[src/rtl/i3c_bus_input_filter.sv]
// SCL/SDA pad conditioning: synchroniser, spike filter, edge/START/STOP/idle detect.
// Optional statistics counters are enabled with the I3C_BUS_FILTER_STATS_EN macro.
module i3c_bus_input_filter #(
    parameter int unsigned SyncStages     = 2,
    parameter int unsigned FilterCntWidth = 4,
    parameter int unsigned IdleCntWidth   = 12,
    parameter int unsigned StatCntWidth   = 16
) (
    input  logic                      clk_i,
    input  logic                      rst_ni,
    input  logic                      scl_i,
    input  logic                      sda_i,
    input  logic                      filter_en_i,
    input  logic [FilterCntWidth-1:0] filter_cycles_i,
    input  logic [IdleCntWidth-1:0]   idle_cycles_i,
`ifdef I3C_BUS_FILTER_STATS_EN
    input  logic                      stats_clr_i,
    output logic [StatCntWidth-1:0]   start_cnt_o,
    output logic [StatCntWidth-1:0]   stop_cnt_o,
    output logic [StatCntWidth-1:0]   glitch_cnt_o,
`endif
    output logic                      scl_o,
    output logic                      sda_o,
    output logic                      scl_posedge_o,
    output logic                      scl_negedge_o,
    output logic                      start_det_o,
    output logic                      stop_det_o,
    output logic                      bus_idle_o
);

    logic [SyncStages-1:0]          scl_sync_q;
    logic [SyncStages-1:0]          scl_sync_d;
    logic [SyncStages-1:0]          sda_sync_q;
    logic [SyncStages-1:0]          sda_sync_d;
    logic [1:0]                     s_lvl;
    logic [1:0]                     out_q;
    logic [1:0]                     out_d;
    logic [1:0][FilterCntWidth-1:0] cnt_q;
    logic [1:0][FilterCntWidth-1:0] cnt_d;
    logic [1:0]                     prev_q;
    logic [1:0]                     prev_d;
    logic [IdleCntWidth-1:0]        idle_cnt_q;
    logic [IdleCntWidth-1:0]        idle_cnt_d;
    logic                           bus_idle_q;
    logic                           bus_idle_d;

    // Index 0 is SCL, index 1 is SDA throughout.
    assign scl_sync_d = {scl_sync_q[SyncStages-2:0], scl_i};
    assign sda_sync_d = {sda_sync_q[SyncStages-2:0], sda_i};
    assign s_lvl      = {sda_sync_q[SyncStages-1], scl_sync_q[SyncStages-1]};

    always_comb begin
        out_d = out_q;
        cnt_d = '0;
        for (int i = 0; i < 2; i++) begin
            if (!filter_en_i) begin
                out_d[i] = s_lvl[i];
            end else if (s_lvl[i] != out_q[i]) begin
                if (cnt_q[i] >= filter_cycles_i) begin
                    out_d[i] = s_lvl[i];
                end else begin
                    cnt_d[i] = cnt_q[i] + 1'b1;
                end
            end
        end
    end

    assign prev_d = out_q;

    assign scl_o         = out_q[0];
    assign sda_o         = out_q[1];
    assign scl_posedge_o = out_q[0] & ~prev_q[0];
    assign scl_negedge_o = ~out_q[0] & prev_q[0];
    assign start_det_o   = out_q[0] & prev_q[0] & ~out_q[1] & prev_q[1];
    assign stop_det_o    = out_q[0] & prev_q[0] & out_q[1] & ~prev_q[1];
    assign bus_idle_o    = bus_idle_q;

    // Counter saturates once the threshold is met so idle stays latched.
    always_comb begin
        idle_cnt_d = idle_cnt_q;
        bus_idle_d = bus_idle_q;
        if (!(out_q[0] & out_q[1])) begin
            idle_cnt_d = '0;
            bus_idle_d = 1'b0;
        end else if (idle_cnt_q >= idle_cycles_i) begin
            bus_idle_d = 1'b1;
        end else begin
            idle_cnt_d = idle_cnt_q + 1'b1;
        end
    end

    always_ff @(posedge clk_i) begin
        if (!rst_ni) begin
            scl_sync_q <= '1;
            sda_sync_q <= '1;
            out_q      <= 2'b11;
            cnt_q      <= '0;
            prev_q     <= 2'b11;
            idle_cnt_q <= '0;
            bus_idle_q <= 1'b0;
        end else begin
            scl_sync_q <= scl_sync_d;
            sda_sync_q <= sda_sync_d;
            out_q      <= out_d;
            cnt_q      <= cnt_d;
            prev_q     <= prev_d;
            idle_cnt_q <= idle_cnt_d;
            bus_idle_q <= bus_idle_d;
        end
    end

`ifdef I3C_BUS_FILTER_STATS_EN
    localparam logic [StatCntWidth-1:0] StatMax = '1;

    logic [1:0]              reject;
    logic [1:0]              glitch_inc;
    logic [StatCntWidth-1:0] start_cnt_q;
    logic [StatCntWidth-1:0] start_cnt_d;
    logic [StatCntWidth-1:0] stop_cnt_q;
    logic [StatCntWidth-1:0] stop_cnt_d;
    logic [StatCntWidth-1:0] glitch_cnt_q;
    logic [StatCntWidth-1:0] glitch_cnt_d;

    // A spike was rejected when a pending count collapses back to the output level.
    assign reject[0]  = (cnt_q[0] != '0) && (s_lvl[0] == out_q[0]);
    assign reject[1]  = (cnt_q[1] != '0) && (s_lvl[1] == out_q[1]);
    assign glitch_inc = {1'b0, reject[0]} + {1'b0, reject[1]};

    always_comb begin
        start_cnt_d  = start_cnt_q;
        stop_cnt_d   = stop_cnt_q;
        glitch_cnt_d = glitch_cnt_q;
        if (stats_clr_i) begin
            start_cnt_d  = '0;
            stop_cnt_d   = '0;
            glitch_cnt_d = '0;
        end else begin
            if (start_det_o && (start_cnt_q != StatMax)) begin
                start_cnt_d = start_cnt_q + 1'b1;
            end
            if (stop_det_o && (stop_cnt_q != StatMax)) begin
                stop_cnt_d = stop_cnt_q + 1'b1;
            end
            if (glitch_cnt_q > (StatMax - StatCntWidth'(glitch_inc))) begin
                glitch_cnt_d = StatMax;
            end else begin
                glitch_cnt_d = glitch_cnt_q + StatCntWidth'(glitch_inc);
            end
        end
    end

    always_ff @(posedge clk_i) begin
        if (!rst_ni) begin
            start_cnt_q  <= '0;
            stop_cnt_q   <= '0;
            glitch_cnt_q <= '0;
        end else begin
            start_cnt_q  <= start_cnt_d;
            stop_cnt_q   <= stop_cnt_d;
            glitch_cnt_q <= glitch_cnt_d;
        end
    end

    assign start_cnt_o  = start_cnt_q;
    assign stop_cnt_o   = stop_cnt_q;
    assign glitch_cnt_o = glitch_cnt_q;
`endif

endmodule

[config.mk]
export PLATFORM = sky130hd
export DESIGN_NAME = i3c_bus_input_filter
export DESIGN_NICKNAME = d
export VERILOG_FILES = /design/src/rtl/i3c_bus_input_filter.sv
export SDC_FILE = /design/constraint.sdc
export NUM_CORES = 1
export LEC_CHECK = 0
export ABC_CLOCK_PERIOD_IN_PS = 2840
export CAP_MARGIN = 0
export CORE_ASPECT_RATIO = 0.75
export CORE_MARGIN = 8
export CORE_UTILIZATION = 59
export CTS_BUF_LIST = sky130_fd_sc_hd__clkbuf_4
export DETAILED_ROUTE_END_ITERATION = 12
export GPL_TIMING_DRIVEN = 0
export MAX_ROUTING_LAYER = met4
export PLACE_DENSITY = 0.88
export SYNTH_ARGS = -nofsm -noshare
export SYNTH_HDL_FRONTEND = slang
export SYNTH_SLANG_ARGS = --single-unit
[constraint.sdc]
create_clock -name clk_i -period 2.84 [get_ports clk_i]
set_input_delay 0.426 -clock clk_i [delete_from_list [all_inputs] [get_ports clk_i]]
set_output_delay 0.426 -clock clk_i [all_outputs]
set_load 0.05 [all_outputs]
==> metrics.md <==
| Metric | Value |
|---|---|
| Slew Limit Fails | `0` |
| Crit share post-route | `83.5%` |
| Die height | `61.6 um` |
| Crit. End Element | `output port` |
| Crit path cell chain | `nand2_1 -> nor3b_1 -> clkdlybuf4s50_1` |
| Leakage | `0.897 nW` |
| FMAX | `0.422 GHz` |
| Status | `finished clean` |
| IO Port Bufs | `27` |
| R2r worst-path depth | `7` |
| I/O pin cnt | `28` |
| Unique masters post-synth | `31` |
| Synthesized area | `1630 sq um` |
| Vias in the first global route | `about 1,500` |
| Hold Crit Depth | `1` |
| Slowest stage delay, CP | `about 0.84 ns` |
| Final core occ | `just under 80%` |
| Worst EP required | `approximately 2.4 ns` |
| Design Power | `865 uW` |
| GP Congestion | `0.859` |
| Core Rows | `16` |
| Layout cells sized above 1 | `between 5 and 6%` |
| Commonest non-fill, non-tap cell in the layout | `dfxtp_1` |
| Area Growth Syn to Fin | `24.1%` |
| FF+latch count, synth | `29` |
| Grt ovf | `0` |
| Drt pass-1 iters | `4` |
| Power Dens Cells | `427 nW/um^2` |
| CTS tree | `built` |
| WHS | `~0.42 ns` |
| Post-route setup slack | `around 0.47 ns` |
| Crit path depth | `3` |
| Reg2reg setup slack | `0.71 ns` |
| Mean Syn Cell Area | `between 8 and 9 sq um` |
| Dpl ws | `0.204 ns` |
| Crit-path slowest cell | `clkdlybuf4s50_1` |
| Type of origin of the critical path | `register` |
| CTS Sinks | `29` |
| Syn. warnings | `0` |
| WS Path Type | `reg -> out` |
| CP Max Fanout | `8` |
| Number of post-CTS setup repair buffers | `0` |
| # diodes | `0` |
| Drt wl/cell | `roughly 14 um` |
| Maximum root-to-sink buffer count | `2` |
| Initial DRC count | `between 90 and 100` |
| Seq/Total Area, Yosys | `35.6%` |
| Max-slew headroom | `65.9%` |
| Final Cell Area | `2030 sq um` |
| Clock Root Buffer | `clkbuf_4` |
| DR vias | `1,468` |
| GRT Util Overall | `around 17%` |
| Fin nets | `266` |
| Worst slew pin tran | `0.510 ns` |
| Hold_buf cts | `0` |
| Layout Cells excl Fill | `about 260` |
| Detailed-route DRC error count | `0` |
| Most frequent cells in the layout | `dfxtp_1, clkdlybuf4s50_1, ha_1` |
| Minimum clock period | `roughly 2.4 ns` |
| Initial core utilization | `62.3%` |
| Inst Count DP | `around 250` |
| HP Class | `reg -> reg` |
| Clock Latency Late Sink | `0.33 ns` |
| Htree depth | `2` |
| Initial antenna violation count | `0` |
| Final setup fails | `0` |
| Die ar. | `4720 sq um` |
| Setup TNS | `0 ns` |
| Placed inst area | `1950 sq um` |
| RSZ-0062 raised after global routing | `no` |
| Max-cap violations | `0` |
| Clk_skew | `between 0.01 and 0.015 ns` |
| Maximum vdd drop | `0.000369 V` |
| Buffers and inverters on the worst path | `1` |
| Final ANT Viol Nets | `0` |
| Syn_nets | `232` |
| TritonCTS Buffers | `5` |
| Die width | `76.7 um` |
| Vias/cell | `5.67` |
| Core ar. | `between 2000 and 3000 sq um` |
| Number of hold violations in the final report | `0` |
| Total wire length | `3660 um` |
| Clock Pin Slew Worst Setup and Hold Paths | `roughly 0.09 ns` |
| Worst path arrival time | `a little under 2 ns` |
| Largest net degree at the start of global routing | `11` |
| Global-route wire length before repair | `about 6300 um` |
| CTS resizes | `0` |
| Syn Inst Count | `188` |
| DP HPWL | `2850 um` |
| CP top delay family | `buffers and inverters` |
| Fillers | `roughly 190` |
synth_stat cells, drive strengths merged:
library cell	n	share of area, %
nand2b	10	3.8
a21o	4	1.8
a21oi	15	4.8
nand3	8	2.5
and3	3	1.1
nand2	12	2.8
or3	7	2.7
ha	23	18
nand4	3	1.1
inv	19	4.4
xnor2	3	1.6
nor2b	3	1.1
dfxtp	29	36
o21ai	10	3.3
clkbuf	2	0.46
and2	2	0.77
a211oi	2	2.0
xor2	5	2.7
or4	2	0.92
buf	2	1.0
nor2	15	3.4
o31ai	2	0.92
mux2i	3	1.8
nor3b	2	0.92
o211ai	1	0.46
nor3	1	0.31
path summary, 6_finish.rpt:
kind,end,from
worst max-delay path,start_det_o,out_q[0]
worst min-delay path,sda_sync_q[1],sda_sync_q[0]
worst max register to register,idle_cnt_q[8],idle_cnt_q[2]
worst min register to register,sda_sync_q[1],sda_sync_q[0]
report_power, final:
group / switching [mW] / internal (mW)
clock network: 0.142 / 0.193
registers: 0.00967 / 0.415
logic: 0.0495 / 0.0555
total: 0.202 / 0.663
per-layer routing:
metal	vias up	track usage [%]	part of all wire [%]
li1	711	-	-
met1	688	17.3	42
met2	57	31.2	50
met3	12	5.83	5.9
met4	0	6.27	1.9
met5	-	-	0
area by class of cell:
class / instances / area (sq um) / area share (%)
Multi-Input combinational cell: 136 / 957 / 47.2
Sequential cell: 29 / 581 / 28.6
Timing Repair Buffer: 27 / 270 / 13.3
Inverter: 19 / 71.3 / 3.52
Clock buffer: 6 / 45.0 / 2.22
Tap cell: 36 / 45.0 / 2.22
Clock inverter: 2 / 33.8 / 1.67
Buffer: 4 / 23.8 / 1.17
flip-flops by register name (all words and copies together) (netlist names):
register	cells
sda_sync_q	2
out_q	2
bus_idle_o	1
cnt_q	8
idle_cnt_q	12
prev_q	2
scl_sync_q	2
kinds of logic (layout without fill, tap and decap cells):
family	count (synthesis)	count (layout)	share of synthesized area, %
buf+inv	23	58	5.82
mux	3	3	1.84
fa+ha+maj	23	23	17.6
simple gates	68	68	21.5
compound gates	34	34	13.3
flops	29	29	35.6
xor+xnor	8	8	4.29
Power figures use the tool's default switching activity.
